[src/rtl/int_controller.sv]
// Programmable interrupt controller: latches edge/level requests, masks and
// prioritises them, tracks in-service nesting and presents one one-hot request.
module int_controller #(
  parameter int unsigned          NUM_SRC   = 16,
  parameter logic [NUM_SRC-1:0]   EDGE_MASK = 16'hFFFF
) (
  input  logic               clk,
  input  logic               rst,
  input  logic [NUM_SRC-1:0] irq_src,
  input  logic               reg_wen,
  input  logic [1:0]         reg_waddr,
  input  logic [NUM_SRC-1:0] reg_wdata,
  input  logic [1:0]         reg_raddr,
  output logic [NUM_SRC-1:0] reg_rdata,
  output logic [NUM_SRC-1:0] interrupts,
  input  logic               int_ack
);

  typedef enum logic [1:0] {
    REG_PENDING    = 2'd0,
    REG_MASK       = 2'd1,
    REG_IN_SERVICE = 2'd2,
    REG_EOI        = 2'd3
  } reg_idx_e;

  logic [NUM_SRC-1:0] pending_q, pending_d;
  logic [NUM_SRC-1:0] mask_q, mask_d;
  logic [NUM_SRC-1:0] in_service_q, in_service_d;
  logic [NUM_SRC-1:0] prev_q;
  logic [NUM_SRC-1:0] interrupts_q, interrupts_d;
  logic [NUM_SRC-1:0] rdata_q, rdata_d;

  logic [NUM_SRC-1:0] set_v, clr_v, cand, is_low;
  logic               ack_take;
  reg_idx_e           wsel, rsel;

  // Isolate the lowest set bit; with bit 0 highest priority this is the winner.
  function automatic logic [NUM_SRC-1:0] lowest_bit(input logic [NUM_SRC-1:0] x);
    return x & (~x + {{(NUM_SRC-1){1'b0}}, 1'b1});
  endfunction

  always_comb begin
    wsel     = reg_idx_e'(reg_waddr);
    rsel     = reg_idx_e'(reg_raddr);
    ack_take = int_ack && (interrupts_q != '0);

    set_v = (irq_src & ~prev_q & EDGE_MASK) | (irq_src & ~EDGE_MASK);
    clr_v = '0;
    if (reg_wen && wsel == REG_PENDING) clr_v = clr_v | reg_wdata;
    if (ack_take)                       clr_v = clr_v | interrupts_q;
    pending_d = (pending_q & ~clr_v) | set_v;

    mask_d = mask_q;
    if (reg_wen && wsel == REG_MASK) mask_d = reg_wdata;

    is_low       = lowest_bit(in_service_q);
    in_service_d = in_service_q;
    if (reg_wen && wsel == REG_EOI) in_service_d = in_service_d & ~is_low;
    if (ack_take)                   in_service_d = in_service_d | interrupts_q;

    // One-hot values compare like indices: a smaller value is a lower index.
    cand = lowest_bit(pending_q & mask_q);
    interrupts_d = '0;
    if (cand != '0 && (is_low == '0 || cand < is_low)) interrupts_d = cand;

    rdata_d = '0;
    case (rsel)
      REG_PENDING:    rdata_d = pending_q;
      REG_MASK:       rdata_d = mask_q;
      REG_IN_SERVICE: rdata_d = in_service_q;
      default:        rdata_d = '0;
    endcase
  end

  always_ff @(posedge clk) begin
    if (rst) begin
      pending_q    <= '0;
      mask_q       <= '0;
      in_service_q <= '0;
      prev_q       <= '0;
      interrupts_q <= '0;
      rdata_q      <= '0;
    end else begin
      pending_q    <= pending_d;
      mask_q       <= mask_d;
      in_service_q <= in_service_d;
      prev_q       <= irq_src;
      interrupts_q <= interrupts_d;
      rdata_q      <= rdata_d;
    end
  end

  assign interrupts = interrupts_q;
  assign reg_rdata  = rdata_q;

endmodule

[config.mk]
export PLATFORM = sky130hd
export DESIGN_NAME = int_controller
export DESIGN_NICKNAME = d
export VERILOG_FILES = /design/src/rtl/int_controller.sv
export SDC_FILE = /design/constraint.sdc
export NUM_CORES = 1
export LEC_CHECK = 0
export CORE_MARGIN = 5
export CORE_UTILIZATION = 54
export CTS_BUF_LIST = sky130_fd_sc_hd__clkbuf_8
export CTS_CLUSTER_SIZE = 14
export DETAILED_ROUTE_END_ITERATION = 8
export PLACE_DENSITY_LB_ADDON = 0.2
export REMOVE_ABC_BUFFERS = 1
export SETUP_SLACK_MARGIN = 0.02
export SLEW_MARGIN = 20
export SYNTH_ARGS = -nofsm -noshare
export SYNTH_HDL_FRONTEND = slang
export SYNTH_SLANG_ARGS = --single-unit
[constraint.sdc]
create_clock -name clk -period 4.8 [get_ports clk]
set_input_delay 0.96 -clock clk [delete_from_list [all_inputs] [get_ports clk]]
set_output_delay 0.96 -clock clk [all_outputs]
set_load 0.02 [all_outputs]
==> flow_summary_export.csv <==
group,metric,value,unit
run_status,status,"complete, no violations",
setup_path,crit_slowest_cell,"a222oi_1",
yosys,synthMuxAreaShare,3.875,%
layout,final_util,67.88,%
yosys,netlist_area,0.004133,mm^2
layout,area_growth_syn_to_layout,24.95,%
yosys,synthXorXnorAreaFrac,0.2119,%
clock_tree,h-tree-depth,3,
die,core,0.007607,mm^2
timing,fmax,233.5,MHz
yosys,yosys.area.top_type_share,46.50,%
yosys,ys_ff_latch,96,
global_routing,grt_pass1_wl,17660,um
power,seq_power_share,51.8,%
layout,nets,626,
timing,rsz0062_at_grt,"no",
setup_path,crit_family,"simple AND/OR/NAND/NOR gates",
clock_tree,clock_path_buffers,2,
yosys,synth_edf_count,0,
routing,ant_nets,0,
placement,place_ws,584.1,ps
setup_path,path_buf_inv,0,
yosys,synth_top_family_by_area,"simple AND/OR/NAND/NOR gates",
die,start_util,54.33,%
setup_path,startpoint_type,"flop",
power,p_int,1.242,mW
setup_path,end_kind,"flop",
timing,fin_crit,4283,ps
power,p_leak,1.992,nW
yosys,yosysSeqAreaShare,46.50,%
power,total_power,1.625,mW
yosys,yosysWarnings,0,
timing,setup_tns,0,ps
timing,slew_viol_final,0,
yosys,ys.flop_type,"dfxtp_1",
timing,finalSetupViolCount,0,
setup_path,crit_top_cell,"and3_1",
placement,port_buffers,71,
die,ios,72,
yosys,synth_async_sr_flop_share,0,%
yosys,synthSimpleGateAreaFrac,26.82,%
clock_tree,post-cts-setup-buffer-count,0,
routing,drt_iter0_drc,206,
placement,gp_congestion,0.9773,
yosys,ys_top_cells_by_count,"nand2_1, dfxtp_1, nor2_1, a21oi_1, inv_1",
die,die_area,0.009502,mm^2
clock_tree,cts_tree,"done",
die,die_h,97.48,um
setup_path,crit_path_cell_trace,"a222oi_1 -> nand4_1 -> nor3_1 -> and3_1 -> nand2_1 -> nor3b_1 -> ha_1 -> and3_1 -> a221o_1 -> a211o_1 -> a31oi_1 -> o32ai_4 -> nor4b_1",
yosys,syn_inst,505,
placement,hpwl,7442,um
clock_tree,numCtsBuffers,9,
die,die_x,97.48,um
worst_hold_path,hold_class,"flop to flop",
layout,n_antenna_cell,0,
yosys,synth_compound_area_share,14.26,%
global_routing,grt_max_degree,82,
power,p_comb_share,10.2,%
yosys,ys_types,39,
power,powerDensity,314.6,mW/mm^2
setup_path,worst_ep_arrival_time,4540,ps
run,drv_cap,0,
global_routing,grt_pass1_vias,3720,
power,p_sw_share,23.56,%
placement,dpl-instance-area,0.004930,mm^2
yosys,synth_area_leader_cell,"dfxtp_1",
routing,vias,3756,
power,clkPwrFrac,38.0,%
routing,first_pass_iters,5,
yosys,yosys.area_share.adder,4.239,%
timing,setup_ws,516.5,ps
layout,final_cell_area,0.005164,mm^2
routing,drt-total-wl,10400,um
global_routing,antenna_found_initial,0,
global_routing,grtUsageTotal,22.57,%
routing,via_per_inst,5.540,
yosys,synth.area.top_cells,"dfxtp_1, nand2_1, nor2_1, a21oi_1, ha_1",
clock_tree,cts.clk_slew.worst_paths,90,ps
timing,relSlewSlack,29.54,%
clock_tree,clk_latency,360,ps
yosys,synth_most_common_cell,"nand2_1",
timing,finClkSkew,6.951,ps
setup_path,worstSetupPathType,"flop to flop",
clock_tree,cts-resized-gates,0,
yosys,avgSynthCellArea,8.184,um^2
setup_path,crit_path_max_incr_delay,530,ps
clock_tree,cts-hold-fix-buffers,0,
setup_path,cp.required,5060,ps
global_routing,grt-ovfl-total,0,
power,switchingPower,0.3828,mW
timing,hold_viol_final,0,
timing,tightest_slew,1043,ps
routing,drc_errors,0,
power,ir_worst_vdd,190.0,uV
timing,fin_crit_sh,89.24,%
die,num_rows,32,
clock_tree,cts_root_buffer,"clkbuf_8",
layout,drive_above_1_share,5.208,%
routing,wl_per_cell,15.33,um
clock_tree,clkSinkCount,96,
setup_path,cp_max_fo,16,
final timing paths:
kind,cells past startpoint,endpoint,slack (ps),start
setup / recovery,13,interrupts[5]$_SDFF_PP0_,520,mask_q[1]$_SDFFE_PP0P_
hold / removal,2,mask_q[5]$_SDFFE_PP0P_,480,mask_q[5]$_SDFFE_PP0P_
setup reg to reg,13,interrupts[5]$_SDFF_PP0_,520,mask_q[1]$_SDFFE_PP0P_
hold reg to reg,2,mask_q[5]$_SDFFE_PP0P_,480,mask_q[5]$_SDFFE_PP0P_
per-layer routing:
layer  routed length (um)  up-vias  global-route usage (%)  part of all wire [%]
li1                     -     1869                       -                     -
met1                 4479     1740                   27.83                    43
met2                 5080      129                   39.06                    49
met3                  602       18                   3.805                   5.8
met4                  233        0                   8.946                   2.2
met5                    0        -                       0                     0
final cells by class:
| class | count | area [um^2] |
|---|---|---|
| sequential | 96 | 1922 |
| clock buffer | 9 | 123.9 |
| clock inverter | 6 | 110.1 |
| multi-input combinational | 366 | 2047 |
| inverter | 22 | 82.58 |
| tap | 102 | 127.6 |
| fill | 646 | 2444 |
| timing repair buffer | 77 | 750.7 |
sequential cells by signal, indices dropped and copies added, names as in the netlist:
name          count
prev_q           16
interrupts       16
mask_q           16
reg_rdata        16
pending_q        16
in_service_q     16
power groups by stage:
stage	sequential, mW	combinational (mW)	clock [mW]
after floorplan	0.861	0.0745	0
after global placement	0.859	0.161	0
after detailed placement	0.860	0.165	0
after CTS	0.841	0.167	0.625
after global routing	0.845	0.183	0.658
final	0.841	0.167	0.617
layout by cell type (no fill, tap or decap), drive strengths merged, types with 8 or more instances in the layout:
cell type	netlist	final
nand3	10	10
clkdlybuf4s50	0	70
ha	14	14
dfxtp	96	96
nor2b	17	17
nor2	69	69
mux2i	16	16
a32oi	16	16
nor3	11	11
nand2	103	103
a21oi	50	50
inv	22	23
nor4	9	9
clkbuf	19	9
o21ai	8	8
logic make-up after synthesis:
| group | Yosys count |
|---|---|
| xor+xnor | 1 |
| compound gates | 91 |
| buf+inv | 43 |
| simple gates | 244 |
| flops | 96 |
| fa+ha+maj | 14 |
| mux | 16 |
worst reg2reg max path: stages, from the launching register on:
cell	delay (ps)
dfxtp_1	360
a222oi_1	530
nand4_1	350
nor3_1	370
and3_1	240
nand2_1	170
nor3b_1	250
ha_1	270
and3_1	200
a221o_1	350
a211o_1	290
a31oi_1	240
o32ai_4	250
nor4b_1	310
through the flow:
step	hold WS [ps]	std cells
floorplan	443.9	484
CTS	476.4	678
detailed placement	464.2	663
global route	508.6	678
global placement	460.0	663
finish	478.0	678
(Power assumes the default switching activity.)
